[src/rtl/seq_mul_ctrl.sv]
// Shift-add unsigned multiplier controller: accepts A,B, iterates one multiplier bit per clock, holds A*B.
// Latency: WIDTH cycles accept->out_valid; with SEQMUL_EARLY_TERM_EN, stops after the multiplier MSB plus one align cycle.
// Backpressure: product held in DONE until out_ready; in_ready is low from accept until the handoff edge.
module seq_mul_ctrl #(
    parameter  int WIDTH = 16,
    localparam int CNT_W = $clog2(WIDTH) + 1
) (
    input  logic                 clk,
    input  logic                 rst_n,
    input  logic                 in_valid,
    output logic                 in_ready,
    input  logic [WIDTH-1:0]     multiplicand,
    input  logic [WIDTH-1:0]     multiplier,
    input  logic                 abort,
    output logic                 busy,
    output logic [CNT_W-1:0]     step,
    output logic                 out_valid,
    input  logic                 out_ready,
    output logic [2*WIDTH-1:0]   product
);

    typedef enum logic [1:0] {
        S_IDLE,
        S_RUN,
        S_DONE,
        S_ALIGN
    } state_t;

    state_t            state_q;
    logic [WIDTH-1:0]  m_q;
    logic [WIDTH-1:0]  h_q;
    logic [WIDTH-1:0]  l_q;
    logic [CNT_W-1:0]  step_q;

    // The carry bit C only exists between the add and the shift, so it lives in sum[WIDTH].
    logic [WIDTH:0]    sum;
    logic [CNT_W-1:0]  step_nxt;
    logic              last_iter;

    always_comb begin
        sum       = {1'b0, h_q} + {1'b0, (l_q[0] ? m_q : {WIDTH{1'b0}})};
        step_nxt  = step_q + 1'b1;
        last_iter = (step_nxt == CNT_W'(WIDTH));
    end

`ifdef SEQMUL_EARLY_TERM_EN
    // Bits of L above the current LSB that are still unconsumed multiplier bits.
    logic [WIDTH-2:0]   rem_mask;
    logic               rem_zero;
    logic [CNT_W-1:0]   shamt;
    logic [2*WIDTH-1:0] aligned;

    always_comb begin
        rem_mask = {(WIDTH-1){1'b1}} >> step_q;
        rem_zero = ((l_q[WIDTH-1:1] & rem_mask) == '0);
        shamt    = CNT_W'(WIDTH) - step_q;
        aligned  = {h_q, l_q} >> shamt;
    end
`endif

    always_ff @(posedge clk or negedge rst_n) begin
        if (!rst_n) begin
            state_q   <= S_IDLE;
            in_ready  <= 1'b1;
            busy      <= 1'b0;
            out_valid <= 1'b0;
            step_q    <= '0;
            m_q       <= '0;
            h_q       <= '0;
            l_q       <= '0;
        end else begin
            case (state_q)
                S_IDLE: begin
                    if (in_valid && !abort) begin
                        m_q      <= multiplicand;
                        l_q      <= multiplier;
                        h_q      <= '0;
                        step_q   <= '0;
                        state_q  <= S_RUN;
                        in_ready <= 1'b0;
                        busy     <= 1'b1;
                    end
                end
                S_RUN: begin
                    if (abort) begin
                        state_q  <= S_IDLE;
                        in_ready <= 1'b1;
                        busy     <= 1'b0;
                    end else begin
                        h_q    <= sum[WIDTH:1];
                        l_q    <= {sum[0], l_q[WIDTH-1:1]};
                        step_q <= step_nxt;
                        if (last_iter) begin
                            state_q   <= S_DONE;
                            busy      <= 1'b0;
                            out_valid <= 1'b1;
                        end
`ifdef SEQMUL_EARLY_TERM_EN
                        else if (rem_zero) begin
                            state_q <= S_ALIGN;
                        end
`endif
                    end
                end
`ifdef SEQMUL_EARLY_TERM_EN
                S_ALIGN: begin
                    if (abort) begin
                        state_q  <= S_IDLE;
                        in_ready <= 1'b1;
                        busy     <= 1'b0;
                    end else begin
                        {h_q, l_q} <= aligned;
                        step_q     <= CNT_W'(WIDTH);
                        state_q    <= S_DONE;
                        busy       <= 1'b0;
                        out_valid  <= 1'b1;
                    end
                end
`endif
                S_DONE: begin
                    // abort wins over out_ready: either way we return to IDLE.
                    if (abort || out_ready) begin
                        state_q   <= S_IDLE;
                        out_valid <= 1'b0;
                        in_ready  <= 1'b1;
                    end
                end
                default: begin
                    state_q   <= S_IDLE;
                    in_ready  <= 1'b1;
                    busy      <= 1'b0;
                    out_valid <= 1'b0;
                end
            endcase
        end
    end

    assign step    = step_q;
    assign product = {h_q, l_q};

endmodule

[config.mk]
export PLATFORM = sky130hd
export DESIGN_NAME = seq_mul_ctrl
export DESIGN_NICKNAME = d
export VERILOG_FILES = /design/src/rtl/seq_mul_ctrl.sv
export SDC_FILE = /design/constraint.sdc
export NUM_CORES = 1
export LEC_CHECK = 0
export ABC_AREA = 1
export ABC_CLOCK_PERIOD_IN_PS = 2300
export CORE_UTILIZATION = 46
export CTS_CLUSTER_DIAMETER = 120
export DETAILED_ROUTE_END_ITERATION = 16
export GPL_TIMING_DRIVEN = 0
export HOLD_SLACK_MARGIN = 0.06
export PLACE_DENSITY_LB_ADDON = 0.1
export SLEW_MARGIN = 20
export SYNTH_ARGS = -nofsm -noshare
export SYNTH_HDL_FRONTEND = slang
export SYNTH_SLANG_ARGS = --single-unit
[constraint.sdc]
create_clock -name clk -period 2.3 [get_ports clk]
set_input_delay 0.575 -clock clk [delete_from_list [all_inputs] [get_ports clk]]
set_output_delay 0.575 -clock clk [all_outputs]
set_load 0.1 [all_outputs]
==> impl_metrics.tcl <==
set metrics [dict create \
    antenna_left 0 \
    dp_hpwl_um 6301 \
    p_leak_uw 0.002576 \
    final_hold_viol_count 0 \
    clockBufferDepth 2 \
    viasPerCell 4.926 \
    start_kind "flip-flop" \
    multi_input_area_um2 1722 \
    area_delta_synth_final_pct 31.50 \
    antenna_found_initial 0 \
    yosysUniqueCellTypes 32 \
    crit_chain "dlygate4sd2_1" \
    final_cell_area_um2 4617 \
    wl_per_cell_um 13.01 \
    ys_seq_elements 58 \
    setup_viol 0 \
    synth.area.mux_share_pct 5.132 \
    vias 3251 \
    grt_max_degree 43 \
    rsz0062_at_grt "false" \
    cp_num_buf_inv 1 \
    place_inst 645 \
    start_util_pct 47.89 \
    die_w_um 89.37 \
    maxSlewViolCount 0 \
    synth-adder-area-share_pct 6.629 \
    nets 611 \
    reg2reg_slack_ps 180 \
    port_buffers 76 \
    synth-xor-area-share_pct 0 \
    grt-ovfl-total 0 \
    die_height_um 89.37 \
    synth_warnings 0 \
    drtPass1Iterations 4 \
    cpMaxStageDelayCell "dlygate4sd2_1" \
    finalCriticalPeriod_ps 2264 \
    criticalPathCategory "flip-flop to output port" \
    post_dp_cell_area_um2 4436 \
    fmax_ghz 0.4417 \
    final_core_util_pct 62.98 \
    worst_path_largest_cell_delay_ps 900 \
    tightestPinTransition_ps 995.3 \
    relSlewSlack_pct 33.91 \
    cts_sinks 58 \
    drive_gt1_share_pct 10.52 \
    mostFrequentLayoutCell "nand2_1" \
    seqCellArea_um2 1456 \
    design.portCount 77 \
    finalCritPeriodShare_pct 98.44 \
    skew_ps 12.21 \
    synthCells 469 \
    startpoint "step[0]$_DFFE_PN0P_" \
    layout_common_cells "nand2_1, inv_1, dfrtp_1" \
    drt-total-wl_um 8588 \
    critPathTopFamily "buffers and inverters" \
    fp.dieArea_um2 7986 \
    reg2regPathDepth 11 \
    diodes 0 \
    grt_pass1_vias 3090 \
    cts_buffers 9 \
    worstReg2RegStart "l_q[0]$_DFFE_PN0P_" \
    synth_simple_gate_area_share_pct 30.11 \
    status "complete, no violations" \
    grt_pass1_wl_um 14500 \
    syn_area_um2 3511 \
    tritoncts "built" \
    fin_cells 660 \
    fill_cells 642 \
    drc 0 \
    globalplace.congestion 0.8522 \
    htree_levels 3 \
    post_cts_buffers 0 \
    critPathCaptureType "output port" \
    synth_top_family_by_area "simple AND/OR/NAND/NOR gates" \
    synth_compound_area_share_pct 6.878 \
    grtUsageTotal_pct 24.03 \
    ys_seq_area_share_pct 41.38 \
    syn_avg_cell_area_um2 7.486 \
    vdd_drop_max_mv 0.9239 \
    rows 31 \
    path_clk_slew_ps 80 \
    core_um2 7331 \
    cp.required_ps 1730 \
    power_per_cell_area_nw_per_um2 1594 \
    critPathMaxFanout 6 \
    cap_violations 0 \
    clk_latency_ps 350 \
    critPathArrivalTime_ps 1690 \
    reg2reg_to "h_q[8]$_DFFE_PN0P_" \
    initialDrtViolationCount 191 \
    syn-num-nets 524 \
    min_path_type "input pin to asynchronous set/reset pin" \
    root_buffer "clkbuf_8" \
]
==> synth_stat cells <==
| master | number | area [um2] |
|---|---|---|
| nand2_4 | 2 | 22.52 |
| fa_1 | 1 | 20.02 |
| nor2_2 | 1 | 6.260 |
| nor2_4 | 1 | 11.26 |
| o21ai_0 | 11 | 55.05 |
| dfstp_2 | 1 | 26.28 |
| and2_1 | 1 | 6.260 |
| buf_2 | 2 | 10.01 |
| nand2_1 | 177 | 664.4 |
| ha_1 | 17 | 212.7 |
| a211oi_1 | 1 | 7.510 |
| o22ai_1 | 1 | 6.260 |
| or2_2 | 2 | 12.51 |
| a31oi_1 | 16 | 100.1 |
| nor3_1 | 4 | 20.02 |
| nand3b_1 | 2 | 15.01 |
| o211ai_1 | 1 | 7.510 |
| nor2_1 | 34 | 127.6 |
| inv_2 | 1 | 3.750 |
| nand3_4 | 1 | 17.52 |
| buf_4 | 4 | 30.03 |
| clkbuf_1 | 2 | 7.510 |
| nand3_1 | 27 | 135.1 |
| clkbuf_8 | 1 | 13.76 |
| and3_1 | 1 | 6.260 |
| a21oi_1 | 13 | 65.06 |
| mux2_2 | 16 | 180.2 |
| clkinv_1 | 1 | 3.750 |
| buf_6 | 3 | 33.78 |
| dfrtp_1 | 57 | 1426 |
| nand4_1 | 2 | 12.51 |
| inv_1 | 65 | 244.0 |
==> state kept, by name (all words and copies together), names as in the netlist <==
signal	cells
busy	1
h_q	16
out_valid	1
l_q	16
m_q	16
step	5
in_ready	1
state_q	2
==> cells by family (layout without fill, tap and decap cells) <==
family,count (synthesis),after routing
flops,58,58
fa+ha+maj,18,18
buf+inv,79,171
compound gates,43,43
simple gates,255,255
mux,16,16
==> what timing repair did <==
action                                 CTS  global route
setup endpoints to repair               40             8
hold buffers                             0             0
resized for setup                       41             2
endpoints found under the hold margin    0             0
==> area by class of cell <==
type	instances	share of cell area, %
Buffer	11	2.195
Clock buffer	12	3.577
Clock inverter	4	1.572
Inverter	67	5.447
Multi-Input combinational cell	332	37.29
Sequential cell	58	31.54
Tap cell	99	2.683
Timing Repair Buffer	77	15.69
==> layer usage <==
layer / up-vias / share of wire, % / track usage, %
li1: 1650 / - / -
met5: - / 0 / 0
met3: 4 / 5.3 / 4.155
met2: 79 / 46 / 38.17
met1: 1518 / 49 / 33.08
met4: 0 / 0.57 / 8.514
==> worst register-to-register path: stages, from the launching register on <==
cell,delay [ps]
dfrtp_4,470
clkbuf_8,190
nand2_1,80
inv_1,40
ha_1,320
or2_2,310
nand3_1,100
nand2_1,120
nand2_1,110
nand3b_1,70
nand3_1,130
nand2_1,70
==> report_power, final <==
part	internal, uW	switching, uW
registers	1450	305
logic	1130	3340
clock network	697	438
total	3280	4090
==> worst max path at each step <==
stage	cells after the start	to	slack (ps)
2_1_floorplan	15	h_q[11]$_DFFE_PN0P_	10
6_report	1	step[0]	40
3_5_place_dp	15	h_q[11]$_DFFE_PN0P_	10
4_1_cts	15	h_q[11]$_DFFE_PN0P_	20
5_1_grt	1	step[1]	20
3_3_place_gp	1	l_q[0]$_DFFE_PN0P_	-1660
==> through the flow <==
stage          power, uW  hold slack, ps  setup TNS [ps]  setup slack, ps
6_report            7361           86.13               0            35.92
5_1_grt             7827           102.2               0            16.17
4_1_cts             7412           88.69               0            15.60
3_5_place_dp        6439           463.1               0            13.97
3_3_place_gp        6384           467.1          -72850            -1658
2_1_floorplan       5307           279.4               0            10.63
Power figures use the tool's default switching activity.
